$ cat src/rtl/apb_m_if_if.sv
// apb_m_if_if: bundle of the command/response port and the APB bus pins
// around the apb_m_if requester.
//   master : the requester's view (drives cmd_ready, rsp_*, paddr, pwrite,
//            psel, penable, pwdata; samples cmd_*, prdata, pready)
//   slave  : the opposite side (command source plus APB completer)
interface apb_m_if_if #(
  parameter int ADDR_W = 32,
  parameter int DATA_W = 32
);
  logic              cmd_valid;
  logic              cmd_ready;
  logic              cmd_write;
  logic [ADDR_W-1:0] cmd_addr;
  logic [DATA_W-1:0] cmd_wdata;
  logic              rsp_valid;
  logic [DATA_W-1:0] rsp_rdata;
  logic              rsp_err;
  logic [ADDR_W-1:0] paddr;
  logic              pwrite;
  logic              psel;
  logic              penable;
  logic [DATA_W-1:0] pwdata;
  logic [DATA_W-1:0] prdata;
  logic              pready;

  modport master (
    input  cmd_valid, cmd_write, cmd_addr, cmd_wdata, prdata, pready,
    output cmd_ready, rsp_valid, rsp_rdata, rsp_err,
           paddr, pwrite, psel, penable, pwdata
  );

  modport slave (
    output cmd_valid, cmd_write, cmd_addr, cmd_wdata, prdata, pready,
    input  cmd_ready, rsp_valid, rsp_rdata, rsp_err,
           paddr, pwrite, psel, penable, pwdata
  );
endinterface

$ cat src/rtl/apb_m_if.sv
// apb_m_if: APB requester. Accepts one valid/ready command at a time and runs
// it as a single APB transfer (SETUP then ACCESS), waiting on pready, and
// returns a one-cycle rsp_valid pulse carrying read data (0 for writes).
// Ports:
//   pclk   : sole clock, rising edge
//   preset : synchronous active-high reset
//   bus    : apb_m_if_if.master (cmd_*, rsp_*, APB pins)
// Optional feature: define APB_M_TIMEOUT_EN to abort an ACCESS phase after
// TIMEOUT_CYC cycles of pready low; the abort returns rsp_err = 1.
// Without it ACCESS waits forever and rsp_err is tied low.
module apb_m_if #(
  parameter int ADDR_W      = 32,
  parameter int DATA_W      = 32,
  parameter int TIMEOUT_CYC = 16
) (
  input  logic          pclk,
  input  logic          preset,
  apb_m_if_if.master    bus
);

  typedef enum logic [1:0] {IDLE, SETUP, ACCESS} state_e;

  state_e            state_q, state_d;
  logic [ADDR_W-1:0] paddr_q, paddr_d;
  logic              pwrite_q, pwrite_d;
  logic [DATA_W-1:0] pwdata_q, pwdata_d;
  logic              psel_q, psel_d;
  logic              penable_q, penable_d;
  logic              cmd_ready_q, cmd_ready_d;
  logic              rsp_valid_q, rsp_valid_d;
  logic [DATA_W-1:0] rsp_rdata_q, rsp_rdata_d;

`ifdef APB_M_TIMEOUT_EN
  localparam int CNT_W = $clog2(TIMEOUT_CYC + 1);
  // Abort fires on the ACCESS cycle whose low pready would bring the count
  // to TIMEOUT_CYC, i.e. after exactly TIMEOUT_CYC stalled ACCESS cycles.
  localparam logic [CNT_W-1:0] CNT_LAST = CNT_W'(TIMEOUT_CYC - 1);
  logic [CNT_W-1:0]  cnt_q, cnt_d;
  logic              rsp_err_q, rsp_err_d;
`endif

  always_comb begin
    state_d     = state_q;
    paddr_d     = paddr_q;
    pwrite_d    = pwrite_q;
    pwdata_d    = pwdata_q;
    rsp_valid_d = 1'b0;
    rsp_rdata_d = rsp_rdata_q;
`ifdef APB_M_TIMEOUT_EN
    cnt_d       = cnt_q;
    rsp_err_d   = 1'b0;
`endif
    case (state_q)
      IDLE: begin
        if (bus.cmd_valid && cmd_ready_q) begin
          paddr_d  = bus.cmd_addr;
          pwrite_d = bus.cmd_write;
          pwdata_d = bus.cmd_wdata;
          state_d  = SETUP;
        end
      end
      SETUP: begin
        state_d = ACCESS;
`ifdef APB_M_TIMEOUT_EN
        cnt_d   = '0;
`endif
      end
      ACCESS: begin
        if (bus.pready) begin
          state_d     = IDLE;
          rsp_valid_d = 1'b1;
          rsp_rdata_d = pwrite_q ? '0 : bus.prdata;
        end
`ifdef APB_M_TIMEOUT_EN
        else if (cnt_q == CNT_LAST) begin
          state_d     = IDLE;
          rsp_valid_d = 1'b1;
          rsp_err_d   = 1'b1;
          rsp_rdata_d = '0;
        end else begin
          cnt_d = cnt_q + 1'b1;
        end
`endif
      end
      default: state_d = IDLE;
    endcase
    // Bus strobes and ready come from the next state so they leave a flop.
    psel_d      = (state_d != IDLE);
    penable_d   = (state_d == ACCESS);
    cmd_ready_d = (state_d == IDLE);
  end

  always_ff @(posedge pclk) begin
    if (preset) begin
      state_q     <= IDLE;
      paddr_q     <= '0;
      pwrite_q    <= 1'b0;
      pwdata_q    <= '0;
      psel_q      <= 1'b0;
      penable_q   <= 1'b0;
      cmd_ready_q <= 1'b1;
      rsp_valid_q <= 1'b0;
      rsp_rdata_q <= '0;
`ifdef APB_M_TIMEOUT_EN
      cnt_q       <= '0;
      rsp_err_q   <= 1'b0;
`endif
    end else begin
      state_q     <= state_d;
      paddr_q     <= paddr_d;
      pwrite_q    <= pwrite_d;
      pwdata_q    <= pwdata_d;
      psel_q      <= psel_d;
      penable_q   <= penable_d;
      cmd_ready_q <= cmd_ready_d;
      rsp_valid_q <= rsp_valid_d;
      rsp_rdata_q <= rsp_rdata_d;
`ifdef APB_M_TIMEOUT_EN
      cnt_q       <= cnt_d;
      rsp_err_q   <= rsp_err_d;
`endif
    end
  end

  assign bus.cmd_ready = cmd_ready_q;
  assign bus.rsp_valid = rsp_valid_q;
  assign bus.rsp_rdata = rsp_rdata_q;
  assign bus.paddr     = paddr_q;
  assign bus.pwrite    = pwrite_q;
  assign bus.pwdata    = pwdata_q;
  assign bus.psel      = psel_q;
  assign bus.penable   = penable_q;
`ifdef APB_M_TIMEOUT_EN
  assign bus.rsp_err   = rsp_err_q;
`else
  assign bus.rsp_err   = 1'b0;
`endif

endmodule
$ cat src/flat_wrapper.sv
// flat-port wrapper written by rule: the top's interface ports become plain ports
module apb_m_if_flat 
#(
  parameter int ADDR_W      = 32,
  parameter int DATA_W      = 32,
  parameter int TIMEOUT_CYC = 16
)
  (pclk, preset, bus_cmd_valid, bus_cmd_write, bus_cmd_addr, bus_cmd_wdata, bus_prdata, bus_pready, bus_cmd_ready, bus_rsp_valid, bus_rsp_rdata, bus_rsp_err, bus_paddr, bus_pwrite, bus_psel, bus_penable, bus_pwdata);
  apb_m_if_if #(.ADDR_W(ADDR_W), .DATA_W(DATA_W)) bus_i ();
  input  logic pclk;
  input  logic preset;
  input wire logic [$bits(bus_i.cmd_valid)-1:0] bus_cmd_valid;
  input wire logic [$bits(bus_i.cmd_write)-1:0] bus_cmd_write;
  input wire logic [$bits(bus_i.cmd_addr)-1:0] bus_cmd_addr;
  input wire logic [$bits(bus_i.cmd_wdata)-1:0] bus_cmd_wdata;
  input wire logic [$bits(bus_i.prdata)-1:0] bus_prdata;
  input wire logic [$bits(bus_i.pready)-1:0] bus_pready;
  output wire logic [$bits(bus_i.cmd_ready)-1:0] bus_cmd_ready;
  output wire logic [$bits(bus_i.rsp_valid)-1:0] bus_rsp_valid;
  output wire logic [$bits(bus_i.rsp_rdata)-1:0] bus_rsp_rdata;
  output wire logic [$bits(bus_i.rsp_err)-1:0] bus_rsp_err;
  output wire logic [$bits(bus_i.paddr)-1:0] bus_paddr;
  output wire logic [$bits(bus_i.pwrite)-1:0] bus_pwrite;
  output wire logic [$bits(bus_i.psel)-1:0] bus_psel;
  output wire logic [$bits(bus_i.penable)-1:0] bus_penable;
  output wire logic [$bits(bus_i.pwdata)-1:0] bus_pwdata;
  assign bus_i.cmd_valid = bus_cmd_valid;
  assign bus_i.cmd_write = bus_cmd_write;
  assign bus_i.cmd_addr = bus_cmd_addr;
  assign bus_i.cmd_wdata = bus_cmd_wdata;
  assign bus_i.prdata = bus_prdata;
  assign bus_i.pready = bus_pready;
  assign bus_cmd_ready = bus_i.cmd_ready;
  assign bus_rsp_valid = bus_i.rsp_valid;
  assign bus_rsp_rdata = bus_i.rsp_rdata;
  assign bus_rsp_err = bus_i.rsp_err;
  assign bus_paddr = bus_i.paddr;
  assign bus_pwrite = bus_i.pwrite;
  assign bus_psel = bus_i.psel;
  assign bus_penable = bus_i.penable;
  assign bus_pwdata = bus_i.pwdata;
  apb_m_if #(.ADDR_W(ADDR_W), .DATA_W(DATA_W), .TIMEOUT_CYC(TIMEOUT_CYC)) u_core (.pclk(pclk), .preset(preset), .bus(bus_i));
endmodule
$ cat config.mk
export PLATFORM = sky130hd
export DESIGN_NAME = apb_m_if_flat
export DESIGN_NICKNAME = d
export VERILOG_FILES = /design/src/rtl/apb_m_if_if.sv /design/src/rtl/apb_m_if.sv /design/src/flat_wrapper.sv
export SDC_FILE = /design/constraint.sdc
export NUM_CORES = 1
export LEC_CHECK = 0
export ABC_AREA = 1
export ABC_CLOCK_PERIOD_IN_PS = 3200
export BUFFER_PORTS_ARGS = -buffer_cell sky130_fd_sc_hd__buf_4
export CELL_PAD_IN_SITES_DETAIL_PLACEMENT = 1
export CELL_PAD_IN_SITES_GLOBAL_PLACEMENT = 2
export CORE_MARGIN = 2
export CORE_UTILIZATION = 25
export CTS_CLUSTER_DIAMETER = 100
export DETAILED_ROUTE_END_ITERATION = 8
export PLACE_DENSITY_LB_ADDON = 0.25
export SLEW_MARGIN = 0
export SYNTH_ARGS = -nofsm -noshare
export SYNTH_HDL_FRONTEND = slang
export SYNTH_SLANG_ARGS = --single-unit
$ cat constraint.sdc
create_clock -name pclk -period 3.2 [get_ports pclk]
set_input_delay 0.32 -clock pclk [delete_from_list [all_inputs] [get_ports pclk]]
set_output_delay 0.32 -clock pclk [all_outputs]
set_load 0.005 [all_outputs]
After elaboration in Yosys (flattened, before gate mapping):

Index checks and enable logic that the tools add are counted.

* add/subtract/negate cells: 0
* shifts and indexed selects: 0
* magnitude comparators: 0
* muxes and demuxes: 5
* reductions and logical operators: 7
* multipliers: 0
* equality and inequality tests: 3
* div/mod/pow operators: 0
* bitwise gates (word level): 1

Operator list (number)
* $mux W32: 1
* $pmux W2 S3: 1
* $eq A2 B2 Y1 const B: 2
* $logic_not A2 Y1: 2
* $mux W2: 2
* $reduce_and A2 Y1: 2
* $eq A2 B1 Y1 const B: 1
* $reduce_bool A2 Y1: 1
* $reduce_or A2 Y1: 1
* $logic_and A1 B1 Y1: 1
* $mux W1: 1
* $not A1 Y1: 1

* bits in writable memories: 0
* output and inout port bits: 102
* bits in latches: 0
* memory bits (read-only): 0
* memories kept: 0
* word-level logic and storage cells: 25
* flip-flop bits (word level): 103

Longest topological paths before layout:

Gate-level depths: netlist of the first run.

* depth in word-level cells: 4
* gate-level depth with buffers: 7
* mapped depth without buffers: 5

Worst setup path before layout of the first run:

OpenSTA, ideal clock, no wires.

* path kind: input-to-reg
* from: input bus_cmd_valid
* to: register u_core.pwrite_q (netlist: u_core.bus.pwrite)
* path buffers: 2
* setup slack: 2107 ps
* arrival: 978 ps
* cell stages on the path: 6
* required time: 3085 ps
* library setup time: 115 ps
* cell sequence: nand2_1 clkinv_1 buf_2 buf_2 a21oi_1 nor2_1

* word-level cells in the longest chain between the ends: 2

RTL lines
* from (decl): RTL line flat_wrapper.sv:12 `input wire logic [$bits(bus_i.cmd_valid)-1:0] bus_cmd_valid;`
* $logic_and A1 B1 Y1: RTL line apb_m_if.sv:55 `if (bus.cmd_valid && cmd_ready_q) begin`
* $reduce_and A2 Y1 (no line)
* to (signal assigned): RTL line apb_m_if.sv:111 `pwrite_q <= pwrite_d;`
* to (decl): RTL line apb_m_if.sv:25 `logic pwrite_q, pwrite_d;`

No other way between the ends.
A chain may end at the register's enable or synchronous reset.

Worst setup path after layout of the first run:

* from: register u_core.state_q[1]
* to: register u_core.rsp_rdata_q[7] (netlist: u_core.bus.rsp_rdata[7])

* word-level cells in the longest chain between the ends: 2

RTL lines
* from (decl): RTL line apb_m_if.sv:23 `state_e state_q, state_d;`
* from (signal assigned): RTL line apb_m_if.sv:109 `state_q <= state_d;`
* $eq A2 B2 Y1: RTL line apb_m_if.sv:53 `case (state_q)`
* $reduce_and A2 Y1 (no line)
* to (signal assigned): RTL line apb_m_if.sv:117 `rsp_rdata_q <= rsp_rdata_d;`
* to (decl): RTL line apb_m_if.sv:31 `logic [DATA_W-1:0] rsp_rdata_q, rsp_rdata_d;`

No other way between the ends.

==> impl_metrics.json, run 1 <==
{
  "outcome": "completed",
  "yosys_warnings": 0,
  "viasPerCell": 4.26,
  "numCtsBuffers": 9,
  "io_buffers": 201,
  "holdCritPathClass": "input pin to flip-flop",
  "finalSetupViolCount": 0,
  "max_freq_ghz": 0.502,
  "period_needed_ps": 1990,
  "coreArea_mm2": 0.0180,
  "holdWs_ps": 138,
  "htree_levels": 3,
  "rows": 49,
  "antenna_found_initial": 0,
  "avgSynthCellArea_um2": 6.41,
  "die_area_mm2": 0.0196,
  "r2r_cells": 3,
  "ff2ff_setup_slack_ps": 1210,
  "die_x_um": 140,
  "cts_tree": "done",
  "io_pins": 203,
  "ys_ff_latch": 103,
  "rsz0062_at_grt": "no",
  "end_kind": "flip-flop",
  "grt_pass1_vias": 4895,
  "grt_use_total": 0.150,
  "cap_violations": 0,
  "ctsResizeCount": 0,
  "die_y_um": 140,
  "postRouteAntennaNets": 0,
  "hold_viol": 0,
  "cts.clk_slew.worst_paths_ps": 70,
  "final_nets": 991,
  "final_common_cell": "buf_4",
  "slew_viol_final": 0,
  "fin_crit_sh": 0.623,
  "critPathLaunch": "u_core.state_q[1]",
  "synth_cell_types": 16,
  "dr_total_vias": 4786,
  "cts_buffer_depth": 2,
  "r2r-start": "u_core.state_q[1]",
  "layout-drive-gt1-share": 0.252,
  "grt_max_degree": 83,
  "layout_common_cells": "buf_4, nor2_1, nand2_1, inv_1, dfxtp_1",
  "crit_required_ps": 3430,
  "slew_headroom": 0.221,
  "insertedDiodeCount": 0,
  "cts.sinks": 103,
  "routed_wl_mm": 14.8,
  "wl_per_cell_um": 13.2,
  "area_growth_pct": 41.8,
  "gp_congestion": 0.708,
  "tightest_slew_ps": 1170,
  "grt_first_pass_wirelength_mm": 23.9,
  "grt_overflow": 0,
  "hold_buffers": 0,
  "cp.arrival_ps": 2220,
  "multi_input_area_mm2": 0.00182,
  "fin_worst_skew_ps": 6.44,
  "fill_cells": 2299,
  "ir_drop_mv": 0.257,
  "insertion_delay_ps": 350,
  "clockRootBuffer": "clkbuf_16",
  "path_class": "flip-flop to flip-flop",
  "dpl.hpwl_mm": 10.5,
  "dr.first_iter.drc_count": 179,
  "leakagePower_nw": 3.69,
  "cp-endpoint": "u_core.bus.rsp_rdata[7]",
  "syn_inst": 720,
  "cts_setup_buffers": 0,
  "cellPowerDensity_mw_per_mm2": 531,
  "syn-num-nets": 821,
  "synth.yosys.seq_area_share": 0.447,
  "start_util": 0.256,
  "dr.pass1.iters": 4,
  "rr_endpoint": "u_core.bus.rsp_rdata[7]",
  "setup_tns_ps": 0,
  "crit_fanout": 61,
  "area.sequential_mm2": 0.00206,
  "drc": 0,
  "synthesis.area_mm2": 0.00462,
  "whs_path_depth": 2,
  "start_kind": "flip-flop"
}
-- layer usage --
metal / track usage / wire length (um)
met1: 0.184 / 6500
met2: 0.247 / 6990
met3: 0.0444 / 1050
met4: 0.0574 / 269
met5: 0 / 0
-- power by group --
part / switching, mW / internal, mW
sequential: 0.0829 / 1.41
combinational: 0.411 / 0.379
clock: 0.493 / 0.701
-- cells in the mapped netlist (all sizes together) --
| cell | count | area, um^2 |
|---|---|---|
| buf | 34 | 195 |
| clkbuf | 14 | 52.6 |
| clkinv | 1 | 3.75 |
| nand2 | 139 | 522 |
| dfxtp | 103 | 2060 |
| inv | 132 | 495 |
| nand3 | 68 | 340 |
| a21oi | 65 | 325 |
| nand4 | 1 | 6.26 |
| conb | 1 | 3.75 |
| nor2 | 162 | 611 |
-- per-stage QoR --
| step | utilization | worst slack, ps | area, um^2 | instances | power [mW] |
|---|---|---|---|---|---|
| after floorplan | - | 2110 | 4620 | 720 | 1.94 |
| after global placement | 0.346 | 1310 | 6230 | 1108 | 2.30 |
| after detailed placement | 0.346 | 1170 | 6230 | 1108 | 2.33 |
| after CTS | 0.363 | 1170 | 6550 | 1123 | 3.56 |
| after global routing | 0.363 | 941 | 6550 | 1123 | 3.71 |
| final | 0.363 | 1210 | 6550 | 1123 | 3.48 |
-- worst max-delay path, stage by stage, from the launching register on --
cell     delay (ps)
dfxtp_1         460
nand3_2         920
nor2_1          390
nor2_1           90
-- area by class of cell --
class	count	area share
clock buffers	11	0.0371
clock inverters	4	0.0107
inverters	133	0.0766
multi-input cells	436	0.278
flip-flops and latches	103	0.315
well taps	229	0.0438
repair buffers	207	0.239
-- kinds of logic (layout without fill, tap and decap cells) --
family,Yosys count,after routing,synth area share
other,1,1,0.000812
AOI/OAI and AO/OA,65,65,0.0705
DFF,103,103,0.447
buffers and inverters,181,355,0.162
and+or+nand+nor,370,370,0.320
-- flip-flops by register name, summed over array words and instances, names as in the netlist --
name / count
u_core.bus.pwrite: 1
u_core.bus.rsp_valid: 1
u_core.bus.psel: 1
u_core.bus.cmd_ready: 1
u_core.bus.paddr: 32
u_core.bus.rsp_rdata: 32
u_core.bus.pwdata: 32
u_core.bus.penable: 1
u_core.state_q: 2
-- worst min-delay path by stage --
stage               slack, ps                     to             startpoint
global placement          460  u_core.bus.pwdata[21]  u_core.bus.pwdata[21]
floorplan                 390   u_core.bus.rsp_valid                 preset
detailed placement        470  u_core.bus.pwdata[30]  u_core.bus.pwdata[30]
global route              120   u_core.bus.rsp_valid                 preset
finish                    140   u_core.bus.rsp_valid                 preset
CTS                       120   u_core.bus.rsp_valid                 preset
Power figures use the tool's default switching activity.
==> run 2: changes to the inputs <==
- ABC_CLOCK_PERIOD_IN_PS: 3200 -> 2100
- CORE_UTILIZATION: 25 -> 23
- clock period: 3.2 -> 2.1 ns (I/O delays scaled with it)
==> impl_metrics.json, run 2 (synthesis gave the netlist of run 1 again) <==
{
  "place_area_mm2": 0.00637,
  "path_buf_inv": 1,
  "final_common_cell": "buf_4",
  "cp.arrival_ps": 1230,
  "coreArea_mm2": 0.0196,
  "dr.pass1.iters": 4,
  "cts.sinks": 103,
  "critical_path_depth": 1,
  "cts_setup_buffers": 0,
  "setup_tns_ps": 0,
  "start_util": 0.236,
  "htree_levels": 3,
  "die_x_um": 146,
  "path_class": "flip-flop to output pin",
  "leakagePower_nw": 3.72,
  "whs_path_depth": 2,
  "rsz0062_at_grt": "no",
  "hold_buffers": 0,
  "grt_overflow": 0,
  "design_area_mm2": 0.00667,
  "cap_violations": 0,
  "layout_common_cells": "buf_4, nor2_1, nand2_1, inv_1, dfxtp_1",
  "wl_per_cell_um": 12.4,
  "crit_fanout": 12,
  "grt_first_pass_wirelength_mm": 23.3,
  "r2r_cells": 5,
  "cts_tree": "done",
  "grt_use_total": 0.134,
  "cts_buffer_depth": 2,
  "viasPerCell": 4.05,
  "crit_chain": "buf_4",
  "finalSetupViolCount": 0,
  "area_growth_pct": 44.5,
  "grt_pass1_vias": 4530,
  "io_pins": 203,
  "slowest_stage": "dfxtp_1",
  "fin_crit_sh": 0.685,
  "cellPowerDensity_mw_per_mm2": 795,
  "grt_max_degree": 73,
  "slew_headroom": 0.632,
  "slew_viol_final": 0,
  "highest_layer": "met4",
  "outcome": "completed",
  "holdCritPathClass": "input pin to flip-flop",
  "hold_viol": 0,
  "rows": 51,
  "gp_congestion": 0.652,
  "wirelength_met1_mm": 6.78,
  "dpl.hpwl_mm": 9.67,
  "dr_total_vias": 4701,
  "max_freq_ghz": 0.695,
  "dr.first_iter.drc_count": 180,
  "min-delay-start": "preset",
  "wl_met3_mm": 1.24,
  "end_kind": "output pin",
  "final_nets": 993,
  "die_area_mm2": 0.0212,
  "clockRootBuffer": "clkbuf_16",
  "io_buffers": 201,
  "fin_worst_skew_ps": 5.60,
  "tightest_slew_ps": 551,
  "antenna_found_initial": 0,
  "start_kind": "flip-flop",
  "die_y_um": 146,
  "r2r-start": "u_core.bus.cmd_ready",
  "insertedDiodeCount": 0,
  "cts.clk_slew.worst_paths_ps": 70,
  "cp_slowest_stage_delay_ps": 670,
  "postRouteAntennaNets": 0,
  "dr_wl_met2_mm": 6.13,
  "cp_top_family": "flip-flops",
  "drc": 0,
  "routed_wl_mm": 14.4,
  "crit_required_ps": 1890,
  "insertion_delay_ps": 350,
  "layout-drive-gt1-share": 0.253,
  "ir_drop_mv": 0.358,
  "period_needed_ps": 1440,
  "numCtsBuffers": 9,
  "critPathLaunch": "u_core.bus.pwrite",
  "ctsResizeCount": 0
}
run 2: changes by cell type in the layout (fill, tap and decap cells not counted):
cell / previous run / this run
buf_12: 1 / 7
clkinvlp_4: 0 / 1
buf_4: 206 / 202
clkbuf_8: 1 / 0
clkinv_2: 4 / 3
run 2: worst paths after layout:
check                                        endpoint  slack, ps
worst max-delay path                       bus_pwrite        660
worst min register to register  u_core.bus.pwdata[13]        480
worst min-delay path             u_core.bus.rsp_valid         20
worst max register to register   u_core.bus.paddr[26]        730
run 2: layout make-up:
class	count	area [um^2]
tap	265	332
clock buffer	10	229
sequential	103	2060
multi-input combinational	436	1820
inverter	133	502
timing repair buffer	209	1660
clock inverter	4	72.6
fill	2540	12900
run 2: power by group:
group / leakage (nW) / internal (mW) / total, mW / switching, mW
clock network: 0.144 / 1.03 / 1.80 / 0.765
logic: 2.73 / 0.607 / 1.24 / 0.631
registers: 0.847 / 2.15 / 2.27 / 0.114
total: 3.72 / 3.79 / 5.30 / 1.51
run 2: metal layers:
metal / vias to the layer above / global-route usage
met5: - / 0
met4: 0 / 0.0456
met3: 12 / 0.0545
met2: 130 / 0.203
met1: 2095 / 0.172
li1: 2464 / -
run 2: stage by stage:
step | cells | setup slack, ps | hold slack, ps | power, mW | utilization
6_report | 1160 | 661 | 24.5 | 5.30 | 0.341
5_1_grt | 1160 | 577 | 21.2 | 5.65 | 0.341
4_1_cts | 1160 | 603 | 9.10 | 5.43 | 0.341
3_5_place_dp | 1146 | 717 | 392 | 3.58 | 0.325
3_3_place_gp | 1146 | 735 | 393 | 3.57 | 0.325
2_1_floorplan | 720 | 1020 | 282 | 2.96 | -
==> run 3: changes to the inputs <==
- ABC_CLOCK_PERIOD_IN_PS: 2100 -> 1300
- CORE_UTILIZATION: 23 -> 21
- clock period: 2.1 -> 1.3 ns (I/O delays scaled with it)
==> impl_metrics.json, run 3 (synthesis gave the netlist of run 1 again) <==
{
  "end_kind": "output pin",
  "die_x_um": 152,
  "layout-drive-gt1-share": 0.267,
  "grt_overflow": 0,
  "crit_required_ps": 1170,
  "ff2ff_setup_slack_ps": 120,
  "cts_tree": "done",
  "period_needed_ps": 1200,
  "area_growth_pct": 50.1,
  "cp-endpoint": "bus_pwrite",
  "fill_cells": 2724,
  "cts_setup_buffers": 0,
  "wl_per_cell_um": 12.7,
  "outcome": "completed",
  "insertion_delay_ps": 350,
  "grt_pass1_vias": 4642,
  "fin_crit_sh": 0.926,
  "rsz0062_at_grt": "no",
  "io_buffers": 201,
  "clockRootBuffer": "clkbuf_16",
  "r2r-start": "u_core.state_q[0]",
  "r2r_cells": 6,
  "die_y_um": 152,
  "critPathLaunch": "u_core.bus.pwrite",
  "dpl.hpwl_mm": 10.2,
  "path_class": "flip-flop to output pin",
  "postRouteAntennaNets": 0,
  "ir_drop_mv": 0.571,
  "final_common_cell": "buf_4",
  "holdCritPathClass": "input pin to flip-flop",
  "grt_max_degree": 62,
  "max_freq_ghz": 0.831,
  "dr.first_iter.drc_count": 151,
  "layout_common_cells": "buf_4, nor2_1, nand2_1, inv_1, dfxtp_1",
  "start_kind": "flip-flop",
  "rows": 54,
  "cts.clk_slew.worst_paths_ps": 80,
  "cts_buffer_depth": 2,
  "grt_use_total": 0.124,
  "coreArea_mm2": 0.0217,
  "routed_wl_mm": 15.1,
  "dr.pass1.iters": 4,
  "viasPerCell": 4.01,
  "leakagePower_nw": 3.84,
  "setup_tns_ps": 0,
  "die_area_mm2": 0.0232,
  "grt_first_pass_wirelength_mm": 23.7,
  "io_pins": 203,
  "numCtsBuffers": 9,
  "slew_viol_final": 0,
  "crit_fanout": 30,
  "final_nets": 1009,
  "cts.sinks": 103,
  "gp_congestion": 0.690,
  "finalSetupViolCount": 0,
  "hold_viol": 0,
  "antenna_found_initial": 0,
  "fin_worst_skew_ps": 9.43,
  "rr_endpoint": "u_core.bus.paddr[26]",
  "multi_input_area_mm2": 0.00182,
  "insertedDiodeCount": 0,
  "area.sequential_mm2": 0.00206,
  "dr_total_vias": 4785,
  "holdWs_ps": 85.1,
  "start_util": 0.213,
  "cap_violations": 0,
  "drc": 0,
  "htree_levels": 3,
  "cellPowerDensity_mw_per_mm2": 1270,
  "cp.arrival_ps": 1070
}
==> run 3: per-layer routing <==
| layer | wire [um] | share of wire | up-vias | GRT usage |
|---|---|---|---|---|
| li1 | - | - | 2508 | - |
| met1 | 6940 | 0.46 | 2135 | 0.154 |
| met2 | 6510 | 0.43 | 129 | 0.191 |
| met3 | 1460 | 0.096 | 13 | 0.0555 |
| met4 | 233 | 0.015 | 0 | 0.0454 |
| met5 | 0 | 0 | - | 0 |
==> run 3: worst min path at each step <==
stage | slack [ps] | end | cells past startpoint | startpoint
finish | 90 | u_core.bus.pwdata[11] | 5 | bus_cmd_wdata[11]
global route | 90 | u_core.bus.pwdata[15] | 5 | bus_cmd_wdata[15]
CTS | 70 | u_core.bus.pwdata[25] | 5 | bus_cmd_wdata[25]
detailed placement | 320 | u_core.bus.rsp_valid | 2 | preset
global placement | 320 | u_core.bus.rsp_valid | 2 | preset
floorplan | 200 | u_core.bus.rsp_valid | 1 | preset
==> run 3: repair_timing <==
action,CTS,global route
gates cloned,0,3
gates resized for setup,1,1
pin swaps,0,1
hold endpoints to repair,1,0
setup endpoints to repair,1,4
hold buffers,1,0
==> run 3: where the power goes <==
| group | switching, mW | leakage [nW] | internal (mW) |
|---|---|---|---|
| clock network | 1.28 | 0.142 | 1.69 |
| logic | 1.07 | 2.85 | 1.12 |
| registers | 0.176 | 0.847 | 3.48 |
| total | 2.53 | 3.84 | 6.29 |
==> run 3: stage by stage <==
stage / instances / setup slack (ps) / utilization / power, mW / cell area [um^2]
detailed placement: 1173 / 99.1 / 0.302 / 5.93 / 6540
global placement: 1173 / 65.8 / 0.302 / 5.92 / 6540
floorplan: 720 / 221 / - / 4.78 / 4620
global route: 1193 / 7.77 / 0.320 / 9.42 / 6930
finish: 1193 / 96.5 / 0.320 / 8.82 / 6930
CTS: 1190 / 57.1 / 0.317 / 8.99 / 6870
==> run 3: area by class of cell <==
type | count | share of cell area
clock buffers | 11 | 0.0336
clock inverters | 5 | 0.0119
inverters | 133 | 0.0724
multi-input cells | 436 | 0.262
flip-flops and latches | 103 | 0.298
well taps | 280 | 0.0506
repair buffers | 225 | 0.271
==> run 3: critical path, stage by stage (launching register included) <==
cell and delay, ps:
dfxtp_2 380, buf_12 190, buf_4 140
